`src/rtl/max_frame_reduce.sv`:
```
// Frame-level reducer behind the pipelined max tree: realigns sideband with tree output,
// folds beat maxima per frame and queues (max, beats) results in a 2-entry output FIFO.
module max_frame_reduce #(
    parameter int unsigned SIZE     = 8,
    parameter int unsigned PIPE_LAT = 4,
    parameter int unsigned BEAT_W   = 8
) (
    input  logic              clk,
    input  logic              rst_n,
    input  logic              src_valid,
    input  logic              src_last,
    input  logic [SIZE-1:0]   max_in,
    output logic              res_valid,
    input  logic              res_ready,
    output logic [SIZE-1:0]   res_data,
    output logic [BEAT_W-1:0] res_beats,
    output logic              overflow
);

    typedef enum logic {StIdle, StAcc} state_e;

    logic av;
    logic al;

    generate
        if (PIPE_LAT == 0) begin : g_no_delay
            assign av = src_valid;
            assign al = src_last;
        end else begin : g_delay
            logic [PIPE_LAT-1:0] sr_valid_q;
            logic [PIPE_LAT-1:0] sr_last_q;

            always_ff @(posedge clk) begin
                if (!rst_n) begin
                    sr_valid_q <= '0;
                    sr_last_q  <= '0;
                end else begin
                    sr_valid_q[0] <= src_valid;
                    sr_last_q[0]  <= src_last;
                    for (int unsigned i = 1; i < PIPE_LAT; i++) begin
                        sr_valid_q[i] <= sr_valid_q[i-1];
                        sr_last_q[i]  <= sr_last_q[i-1];
                    end
                end
            end

            assign av = sr_valid_q[PIPE_LAT-1];
            assign al = sr_last_q[PIPE_LAT-1];
        end
    endgenerate

    // Accumulator FSM
    state_e            state_q, state_d;
    logic [SIZE-1:0]   acc_q, acc_d;
    logic [BEAT_W-1:0] cnt_q, cnt_d;
    logic [SIZE-1:0]   max_sel;
    logic [BEAT_W-1:0] cnt_inc;
    logic              push;
    logic [SIZE-1:0]   push_data;
    logic [BEAT_W-1:0] push_beats;

    assign max_sel = (max_in > acc_q) ? max_in : acc_q;
    assign cnt_inc = (cnt_q == '1) ? cnt_q : cnt_q + 1'b1;

    always_comb begin
        state_d    = state_q;
        acc_d      = acc_q;
        cnt_d      = cnt_q;
        push       = 1'b0;
        push_data  = max_in;
        push_beats = BEAT_W'(1);
        if (av) begin
            unique case (state_q)
                StIdle: begin
                    if (al) begin
                        push = 1'b1;
                    end else begin
                        acc_d   = max_in;
                        cnt_d   = BEAT_W'(1);
                        state_d = StAcc;
                    end
                end
                StAcc: begin
                    if (al) begin
                        push       = 1'b1;
                        push_data  = max_sel;
                        push_beats = cnt_inc;
                        state_d    = StIdle;
                    end else begin
                        acc_d = max_sel;
                        cnt_d = cnt_inc;
                    end
                end
                default: state_d = StIdle;
            endcase
        end
    end

    always_ff @(posedge clk) begin
        if (!rst_n) begin
            state_q <= StIdle;
            acc_q   <= '0;
            cnt_q   <= '0;
        end else begin
            state_q <= state_d;
            acc_q   <= acc_d;
            cnt_q   <= cnt_d;
        end
    end

    // Output FIFO: explicit head/tail slots so the head holds its value once drained
    logic [SIZE-1:0]   head_data_q, head_data_d;
    logic [BEAT_W-1:0] head_beats_q, head_beats_d;
    logic [SIZE-1:0]   tail_data_q, tail_data_d;
    logic [BEAT_W-1:0] tail_beats_q, tail_beats_d;
    logic [1:0]        count_q, count_d;
    logic              overflow_q, overflow_d;
    logic              pop;

    assign pop = (count_q != 2'd0) & res_ready;

    always_comb begin
        head_data_d  = head_data_q;
        head_beats_d = head_beats_q;
        tail_data_d  = tail_data_q;
        tail_beats_d = tail_beats_q;
        count_d      = count_q;
        overflow_d   = overflow_q;
        unique case (count_q)
            2'd0: begin
                if (push) begin
                    head_data_d  = push_data;
                    head_beats_d = push_beats;
                    count_d      = 2'd1;
                end
            end
            2'd1: begin
                if (push && pop) begin
                    head_data_d  = push_data;
                    head_beats_d = push_beats;
                end else if (push) begin
                    tail_data_d  = push_data;
                    tail_beats_d = push_beats;
                    count_d      = 2'd2;
                end else if (pop) begin
                    count_d = 2'd0;
                end
            end
            2'd2: begin
                if (pop) begin
                    head_data_d  = tail_data_q;
                    head_beats_d = tail_beats_q;
                    if (push) begin
                        tail_data_d  = push_data;
                        tail_beats_d = push_beats;
                    end else begin
                        count_d = 2'd1;
                    end
                end else if (push) begin
                    overflow_d = 1'b1;
                end
            end
            default: count_d = 2'd0;
        endcase
    end

    always_ff @(posedge clk) begin
        if (!rst_n) begin
            head_data_q  <= '0;
            head_beats_q <= '0;
            tail_data_q  <= '0;
            tail_beats_q <= '0;
            count_q      <= 2'd0;
            overflow_q   <= 1'b0;
        end else begin
            head_data_q  <= head_data_d;
            head_beats_q <= head_beats_d;
            tail_data_q  <= tail_data_d;
            tail_beats_q <= tail_beats_d;
            count_q      <= count_d;
            overflow_q   <= overflow_d;
        end
    end

    assign res_valid = (count_q != 2'd0);
    assign res_data  = head_data_q;
    assign res_beats = head_beats_q;
    assign overflow  = overflow_q;

endmodule
```
`config.mk`:
```
export PLATFORM = sky130hd
export DESIGN_NAME = max_frame_reduce
export DESIGN_NICKNAME = d
export VERILOG_FILES = /design/src/rtl/max_frame_reduce.sv
export SDC_FILE = /design/constraint.sdc
export NUM_CORES = 1
export LEC_CHECK = 0
export BUFFER_PORTS_ARGS = -buffer_cell sky130_fd_sc_hd__buf_4
export CAP_MARGIN = 5
export CORE_MARGIN = 3
export CORE_UTILIZATION = 35
export CTS_CLUSTER_SIZE = 20
export DETAILED_ROUTE_END_ITERATION = 6
export GPL_ROUTABILITY_DRIVEN = 0
export SYNTH_ARGS = -nofsm -noshare
export SYNTH_HDL_FRONTEND = slang
export SYNTH_SLANG_ARGS = --single-unit
```
`constraint.sdc`:
```
create_clock -name clk -period 4.95 [get_ports clk]
set_input_delay 0.495 -clock clk [delete_from_list [all_inputs] [get_ports clk]]
set_output_delay 0.495 -clock clk [all_outputs]
set_load 0.01 [all_outputs]
```
==> results of run 1 <==
[how the worst min path moves through the flow]
stage,end,slack [ns],cells after the start
6_report,g_delay.sr_valid_q[0]$_SDFF_PN0_,0.36,2
5_1_grt,g_delay.sr_last_q[0]$_SDFF_PN0_,0.35,2
4_1_cts,g_delay.sr_valid_q[0]$_SDFF_PN0_,0.34,2
3_5_place_dp,g_delay.sr_last_q[1]$_SDFF_PN0_,0.42,1
3_3_place_gp,g_delay.sr_valid_q[3]$_SDFF_PN0_,0.42,1
2_1_floorplan,g_delay.sr_last_q[1]$_SDFF_PN0_,0.41,1
[logic make-up after synthesis]
kind of cell               share of synthesized area, %
and+or+nand+nor                                    22.5
AOI/OAI and AO/OA                                  23.5
DFF                                                40.2
buffers and inverters                              5.07
muxes                                              4.07
adders and majority gates                          3.77
xor gates and xnor gates                          0.880
[synthesized netlist by cell type (2+ instances only)]
cell type and instances:
and2_1 21, clkbuf_1 16, nor3b_1 3, a31oi_1 22, a21boi_0 5, dfxtp_1 60
o21ai_1 6, nor2_1 28, nor3_1 4, inv_1 11, mux2i_1 11, o2111ai_1 4
o31ai_1 9, nand3_1 15, nor2b_1 2, buf_2 7, nand2_1 27, nand4_1 11
and3_1 4, a21oi_1 25, xor2_1 2, ha_1 9, o21a_1 3, o21ai_0 27
nand2b_1 5, o22ai_1 2
[worst reg2reg max path: stages (launching register included)]
cell and delay [ns]:
dfxtp_1 0.37, inv_1 0.06, ha_1 0.32, nand4_2 0.18, a211o_1 0.44, a31oi_4 0.41
mux2i_1 0.23
[power by group through the flow]
| stage | clock (mW) | sequential, mW | combinational (mW) |
|---|---|---|---|
| 3_3_place_gp | 0 | 0.499 | 0.0483 |
| 4_1_cts | 0.458 | 0.488 | 0.0491 |
| 2_1_floorplan | 0 | 0.498 | 0.0335 |
| 3_5_place_dp | 0 | 0.500 | 0.0488 |
| 6_report | 0.447 | 0.488 | 0.0487 |
| 5_1_grt | 0.476 | 0.489 | 0.0553 |
[sequential cells by signal, summed over array words and instances (netlist names), 2 cells and up]
name                cells
acc_q                   8
cnt_q                   8
res_beats               8
res_data                8
tail_beats_q            8
tail_data_q             8
g_delay.sr_last_q       4
g_delay.sr_valid_q      4
count_q                 2
[per-layer routing]
layer	wire, um	GRT usage, %
met1	3580	22.2
met2	2970	20.7
met3	269	3.07
met4	114	5.88
met5	0	0
[cell usage in the layout, fill, tap and decap left out, drive strengths merged, types with 2 or more instances in the layout]
master	n
nor2b	3
buf	32
inv	11
nand2	28
o2111ai	4
o22ai	2
a31oi	23
a21oi	25
clkinvlp	2
nor3	4
and3	4
nand3	16
dfxtp	60
o31ai	9
nand2b	5
a21boi	5
clkinv	3
nor2	28
clkbuf	10
mux2i	11
o211ai	2
nand4	12
and4	2
o21a	3
xor2	2
ha	9
and2	21
nor3b	3
o21ai	34
[final cells by class]
type	count	area, sq um
clock buffer	10	138
clock inverter	6	63.8
fill	846	4810
inverter	11	41.3
multi-input combinational	265	1640
sequential	60	1200
tap	105	131
timing repair buffer	32	240
[metrics by stage]
step | std cells | power (mW)
finish | 489 | 0.984
global route | 489 | 1.02
CTS | 489 | 0.996
detailed placement | 473 | 0.548
global placement | 473 | 0.548
floorplan | 361 | 0.532
==> qor.log, run 1 <==
INFO  timing         timing_worst_slew_pin_value=1.03ns
INFO  critical_path  regToRegSetupSlack=2.87ns
INFO  cells_and_area fin_area=3450squm
INFO  power_and_ir_drop p_sw=0.234mW
INFO  clock_tree     tritoncts_num_sinks=60
INFO  timing         whs=0.359ns
INFO  logic_synthesis synth_enable_flop_cells=0
INFO  logic_synthesis synth_top_cell_area_share=40.2%
INFO  critical_path  worst-setup-path-type=reg -> reg
INFO  global_routing via_count_of_the_first_global_routing_pass=2418
INFO  floorplan      io-pin-count=31
INFO  critical_path  endpoint_kind=flip-flop
INFO  power_and_ir_drop power_leakage=1.27nW
INFO  logic_synthesis avgSynthCellArea=8.27squm
INFO  logic_synthesis synthesis.nets=383
INFO  critical_path  worst_setup_path_start_kind=flip-flop
INFO  power_and_ir_drop share_of_total_power_in_sequential_cells=49.6%
INFO  timing         timing.final.ws_setup=2.87ns
INFO  clock_tree     insertion_delay=0.34ns
INFO  cells_and_area syn_to_final_growth=15.6%
INFO  global_routing grt.total_usage=14.9%
INFO  cells_and_area post_route_cells_drive_above_1_share=15.6%
INFO  power_and_ir_drop power.switching_fraction=23.8%
INFO  power_and_ir_drop irDropWorstVdd=133uV
INFO  clock_tree     cts_setup_buffers=0
INFO  floorplan      die_height=98.4um
INFO  routing        routed-via-count=2653
INFO  clock_tree     clock_tree_from_tritoncts=done
INFO  routing        wirelength=6.94mm
INFO  logic_synthesis mappedNetlistArea=2990squm
INFO  critical_path  cpMaxStageDelayCell=a211o_1
INFO  clock_tree     clkSlewWorstSetupHoldPaths=0.07ns
INFO  cells_and_area final_core_utilization=41.8%
INFO  routing        drt-vias-per-instance=5.43
INFO  placement      count_of_port_buffers_added_during_placement=30
INFO  clock_tree     bufs_on_longest_clock_path=2
INFO  timing         worst_slew_margin_rel=30.8%
INFO  global_routing pin_count_of_the_biggest_net_entering_global_routing=74
INFO  routing        detail_route.drc_violations=0
INFO  logic_synthesis ys_warn_count=0
INFO  timing         clock.fmax=481MHz
INFO  critical_path  critical_path.max_stage_delay=0.44ns
INFO  timing         final.setup_skew=0.00920ns
INFO  critical_path  critPathCapture=acc_q[5]$_SDFFE_PN0P_
INFO  clock_tree     cts_inserted_buffers=9
INFO  global_routing wire_length_of_the_first_global_routing_pass=11.8mm
INFO  critical_path  timing.critical_path.buf_inv=1
INFO  power_and_ir_drop p_per_area=285nW/um^2
INFO  clock_tree     cts.root.buffer_cell=clkbuf_8
INFO  critical_path  path_delay_family=compound AO/OA/AOI/OAI gates
INFO  critical_path  reg2reg_depth=6
INFO  clock_tree     cts.htree.levels=3
INFO  power_and_ir_drop intPower=0.750mW
INFO  timing         unrepaired_setup_endpoints_after_global_routing=false
INFO  logic_synthesis yosysSeqAreaShare=40.2%
INFO  clock_tree     cts.hold.buffers_added=0
INFO  run_status     run_status=completed
INFO  logic_synthesis netlist-cell-type-count=48
INFO  floorplan      die_width=98.4um
INFO  timing         hold_violations=0
INFO  timing         timing.final.setup_violations=0
INFO  logic_synthesis ys_async_sr_fraction=0%
INFO  clock_tree     post_cts.resized_instances=0
INFO  critical_path  timing.critical_path.depth=6
INFO  routing        antenna_violating_nets_post_route=0
INFO  critical_path  cp_data_arrival_time=2.35ns
INFO  floorplan      core.rowCount=33
INFO  cells_and_area design.final.nets=401
INFO  critical_path  cp_cell_sequence=inv_1 > ha_1 > nand4_2 > a211o_1 > a31oi_4 > mux2i_1
INFO  placement      standard_cell_area_after_detailed_placement=3250squm
INFO  floorplan      floorplan.initialDensity=36.2%
INFO  critical_path  rr_endpoint=acc_q[5]$_SDFFE_PN0P_
INFO  routing        wl_per_cell=14.2um
INFO  routing        detail_route.iter0.violations=228
INFO  critical_path  timing.critical_path.required=5.22ns
INFO  critical_path  startpoint_of_the_worst_register_to_register_path=acc_q[6]$_SDFFE_PN0P_
INFO  logic_synthesis synth.largest_area_cell=dfxtp_1
INFO  logic_synthesis synthesis.instances=361
INFO  placement      pre_cts_slack=2.66ns
INFO  power_and_ir_drop pwr-share-clk=45.4%
INFO  logic_synthesis ys_seq_elements=60
INFO  critical_path  cp-startpoint=acc_q[6]$_SDFFE_PN0P_
INFO  routing        first_pass_iters=6
INFO  global_routing grt_antenna_before_repair=0
INFO  power_and_ir_drop p_comb_share=4.9%
INFO  timing         fin_setup_tns=0ns
INFO  floorplan      core_region_area=8260squm
INFO  logic_synthesis synthFlopType=dfxtp_1
INFO  min_path       hp-start=src_valid
INFO  critical_path  crit_fanout=9
INFO  logic_synthesis synth_top_cells_by_area=dfxtp_1 40%, a31oi_1 4.6%, o21ai_0 4.5%
INFO  min_path       min-delay-path-class=in -> reg
INFO  timing         fin_crit_sh=42.0%
INFO  timing         slew_viol_final=0
INFO  timing         finalWorstPathRequiredPeriod=2.08ns
INFO  cells_and_area insertedDiodeCount=0
INFO  floorplan      dieArea=9670squm
INFO  global_routing gr-total-overflow=0
INFO  flow_run       max_cap_viol_count=0
INFO  placement      dp_hpwl=4.59mm
No activity file was read; power rests on OpenSTA's default activity.
==> run 2, diff against run 1 <==
--- a/config.mk
+++ b/config.mk
@@ -5,6 +5,7 @@
 export SDC_FILE = /design/constraint.sdc
 export NUM_CORES = 1
 export LEC_CHECK = 0
+export ABC_AREA = 1
 export BUFFER_PORTS_ARGS = -buffer_cell sky130_fd_sc_hd__buf_4
 export CAP_MARGIN = 5
 export CORE_MARGIN = 3
==> constraint.sdc (replaced) <==
create_clock -name clk -period 1.9 [get_ports clk]
set_input_delay 0.19 -clock clk [delete_from_list [all_inputs] [get_ports clk]]
set_output_delay 0.19 -clock clk [all_outputs]
set_load 0.01 [all_outputs]
==> qor.log, run 2 <==
INFO  run_status     run_status=completed
INFO  logic_synthesis yosys.cell_count.top_type=nand2_1
INFO  logic_synthesis netlist-cell-type-count=29 [-40%]
INFO  timing         final.setup_skew=0.0114ns [+0.00223 ns]
INFO  timing         fin_crit_sh=95.7% [+54 points]
INFO  cells_and_area insertedDiodeCount=0 [unchanged]
INFO  logic_synthesis yosysSeqAreaShare=39.6% [-0.68 points]
INFO  power_and_ir_drop share_of_total_power_in_sequential_cells=49.3% [-0.3 points]
INFO  cells_and_area layout.cells.non_filler=598 [+22%]
INFO  floorplan      core.rowCount=33 [unchanged]
INFO  critical_path  critPathCapture=tail_data_q[0]$_SDFFE_PN0P_
INFO  power_and_ir_drop power_leakage=1.76nW [+38%]
INFO  routing        antenna_violating_nets_post_route=0 [unchanged]
INFO  power_and_ir_drop p_per_area=696nW/um^2 [+140%]
INFO  min_path       min-delay-path-class=in -> reg
INFO  critical_path  reg2reg_depth=12 [+6]
INFO  global_routing groute.layer.met3.usage=3.79% [+0.72 points]
INFO  cells_and_area seqCellArea=1200squm [+0.10%]
INFO  logic_synthesis synthesis.nets=470 [+23%]
INFO  critical_path  worst-setup-path-type=reg -> reg
INFO  cells_and_area mostFrequentLayoutCell=nand2_1
INFO  global_routing pin_count_of_the_biggest_net_entering_global_routing=34 [-54%]
INFO  timing         worst_slew_margin_rel=73.2% [+42 points]
INFO  routing        first_pass_iters=4 [-2]
INFO  logic_synthesis synthesis.instances=448 [+24%]
INFO  global_routing gr-usage-met2=24.1% [+3.4 points]
INFO  clock_tree     clock_tree_from_tritoncts=done
INFO  placement      dp_hpwl=5.37mm [+17%]
INFO  logic_synthesis synth_top_cells_by_area=dfxtp_1 40%, nand2_1 15%, a21oi_1 9.6%
INFO  logic_synthesis mappedNetlistArea=3040squm [+1.7%]
INFO  critical_path  rr_endpoint=tail_data_q[0]$_SDFFE_PN0P_
INFO  cells_and_area num-fill-cells=856 [+1.2%]
INFO  critical_path  cp-startpoint=acc_q[5]$_SDFFE_PN0P_
INFO  logic_synthesis avgSynthCellArea=6.78squm [-18%]
INFO  routing        detail_route.drc_violations=0 [unchanged]
INFO  routing        detail_route.iter0.violations=151 [-34%]
INFO  power_and_ir_drop pwr-share-clk=43.0% [-2.4 points]
INFO  global_routing gr-max-usage-layer=met2
INFO  floorplan      die_width=99.1um [+0.80%]
INFO  routing        drt-vias-per-instance=4.88 [-10%]
INFO  floorplan      core_region_area=8340squm [+1.0%]
INFO  clock_tree     clkSlewWorstSetupHoldPaths=0.07ns [about the same]
INFO  cells_and_area syn_to_final_growth=22.3%
INFO  critical_path  startpoint_of_the_worst_register_to_register_path=acc_q[5]$_SDFFE_PN0P_
INFO  cells_and_area layout.cells.most_common_list=118 x nand2_1, 59 x inv_1, 59 x dfxtp_1
INFO  timing         timing.final.setup_violations=0 [unchanged]
INFO  power_and_ir_drop irDropWorstVdd=396uV [+200%]
INFO  clock_tree     tritoncts_num_sinks=60 [unchanged]
INFO  power_and_ir_drop p_comb_share=7.7% [+2.8 points]
INFO  critical_path  cp_data_arrival_time=2.04ns [-0.31 ns]
INFO  logic_synthesis synthFlopType=dfxtp_1
INFO  floorplan      io-pin-count=31 [unchanged]
INFO  placement      place.detailed.instances=581 [+23%]
INFO  cells_and_area design.final.nets=511 [+27%]
INFO  cells_and_area multi_input_combinational_cell_area=1590squm [-3.1%]
INFO  power_and_ir_drop p_sw=0.609mW [+160%]
INFO  global_routing via_count_of_the_first_global_routing_pass=2673 [+11%]
INFO  cells_and_area post_route_cells_drive_above_1_share=17.6% [+2.0 points]
INFO  floorplan      die_height=99.1um [+0.80%]
INFO  timing         hold_violations=0 [unchanged]
INFO  routing        routed-via-count=2919 [+10%]
INFO  global_routing grt_antenna_before_repair=0 [unchanged]
INFO  logic_synthesis synth_top_cell_area_share=39.6% [-0.68 points]
INFO  clock_tree     cts_inserted_buffers=9 [unchanged]
INFO  timing         timing.final.ws_setup=0.0820ns [-2.79 ns]
INFO  timing         finalWorstPathRequiredPeriod=1.82ns [-0.260 ns]
INFO  timing         clock.fmax=550MHz [+14%]
INFO  clock_tree     cts.root.buffer_cell=clkbuf_8
INFO  clock_tree     cts.hold.buffers_added=0 [unchanged]
INFO  clock_tree     cts.htree.levels=3 [unchanged]
INFO  logic_synthesis ys_seq_elements=60 [unchanged]
INFO  placement      count_of_port_buffers_added_during_placement=30 [unchanged]
INFO  critical_path  worst_setup_path_start_kind=flip-flop
INFO  logic_synthesis synth_enable_flop_cells=0 [unchanged]
INFO  placement      pre_cts_slack=-0.0155ns [-2.67 ns]
INFO  global_routing wire_length_of_the_first_global_routing_pass=12.7mm [+7.7%]
INFO  routing        wirelength=7.76mm [+12%]
INFO  timing         timing_worst_slew_pin_value=0.400ns [-0.630 ns]
INFO  floorplan      floorplan.initialDensity=36.4% [+0.26 points]
INFO  routing        wl_per_cell=13.0um [-8.6%]
INFO  global_routing grt.total_usage=16.0% [+1.1 points]
INFO  critical_path  timing.critical_path.required=2.12ns [-3.10 ns]
INFO  critical_path  regToRegSetupSlack=0.08ns [-2.79 ns]
INFO  logic_synthesis ys_async_sr_fraction=0% [unchanged]
INFO  min_path       hp-start=src_last
INFO  timing         fin_setup_tns=0ns [unchanged]
INFO  global_routing grt_util_met1=21.7% [-0.45 points]
INFO  power_and_ir_drop power.switching_fraction=23.5% [-0.23 points]
INFO  global_routing gr-total-overflow=0 [unchanged]
INFO  logic_synthesis synth.top_cells.by_count=119 x nand2_1, 60 x dfxtp_1, 60 x inv_1
INFO  critical_path  endpoint_kind=flip-flop
INFO  power_and_ir_drop intPower=1.98mW [+160%]
INFO  clock_tree     bufs_on_longest_clock_path=2 [unchanged]
INFO  flow_run       max_cap_viol_count=0 [unchanged]
INFO  logic_synthesis synth.largest_area_cell=dfxtp_1
INFO  logic_synthesis ys_warn_count=0 [unchanged]
INFO  floorplan      dieArea=9830squm [+1.6%]
INFO  clock_tree     insertion_delay=0.33ns [about the same]
INFO  critical_path  crit_fanout=8 [-1]
INFO  timing         slew_viol_final=0 [unchanged]
-- run 2: cell count changes after synthesis, moves of 11 or more --
| cell | change |
|---|---|
| a21oi_1 | +33 |
| mux2i_1 | -11 |
| nand2_1 | +92 |
| inv_1 | +49 |
| nand4_1 | -11 |
| a31oi_1 | -21 |
| nand3_1 | +26 |
| and2_1 | -21 |
-- run 2: cell type report --
class                           instances  share of cell area [%]
Timing Repair Buffer                   48                    9.90
Multi-Input combinational cell        305                    42.7
Sequential cell                        60                    32.4
Inverter                               65                    6.57
Clock inverter                          2                   0.943
Clock buffer                           13                    4.01
Tap cell                              105                    3.54
-- run 2: critical path, cell delays in order, from the launching register on --
cell,delay (ns)
dfxtp_1,0.34
inv_1,0.06
ha_1,0.29
nand2_1,0.08
nor2_4,0.14
nand2_1,0.09
nand2_2,0.10
buf_6,0.15
nand3_1,0.11
nand3_2,0.12
nand3_1,0.08
o211ai_1,0.10
inv_1,0.05
-- run 2: how the worst min path moves through the flow --
stage                                           end  slack, ns  cells past startpoint
finish              g_delay.sr_last_q[0]$_SDFF_PN0_       0.04                      3
global route        g_delay.sr_last_q[0]$_SDFF_PN0_       0.04                      3
CTS                 g_delay.sr_last_q[0]$_SDFF_PN0_       0.03                      3
detailed placement  g_delay.sr_last_q[0]$_SDFF_PN0_       0.38                      3
global placement    g_delay.sr_last_q[0]$_SDFF_PN0_       0.37                      3
floorplan           g_delay.sr_last_q[0]$_SDFF_PN0_       0.29                      2
-- run 2: kinds of logic after synthesis --
logic type               after synthesis  share of synthesized area (%)
AND/OR/NAND/NOR                      196                           27.6
AO/OA/AOI/OAI                         97                           17.6
buffers and inverters                 83                           10.7
flip-flops                            60                           39.6
adder cells (fa/ha/maj)                9                           3.71
XOR/XNOR                               3                          0.865
-- run 2: layer usage --
metal	wire [um]	vias to the layer above
met5	0	-
met4	196	0
met3	355	15
met2	3480	72
met1	3720	1306
li1	-	1526
-- run 2: what timing repair did --
action                                  in CTS  in global routing
endpoints found under the setup margin       4                 32
endpoints found under the hold margin        0                  0
buffers inserted                             0                  2
resized for setup                            1                 17
pin swaps                                    0                  3
-- run 2: power groups by stage --
stage | clock (mW) | combinational (mW) | sequential [mW]
after detailed placement | 0 | 0.182 | 1.30
after floorplan | 0 | 0.116 | 1.30
after global placement | 0 | 0.180 | 1.30
after global routing | 1.19 | 0.229 | 1.28
final | 1.11 | 0.199 | 1.28
after CTS | 1.15 | 0.184 | 1.27
-- run 2: stage by stage --
stage	util, %	cell area (sq um)	total power, mW	hold WS (ns)
after floorplan	-	3040	1.42	0.288
after global placement	41.1	3430	1.48	0.371
after detailed placement	41.1	3430	1.49	0.378
after CTS	43.4	3620	2.61	0.0251
after global routing	44.5	3710	2.69	0.0403
final	44.5	3710	2.59	0.0367
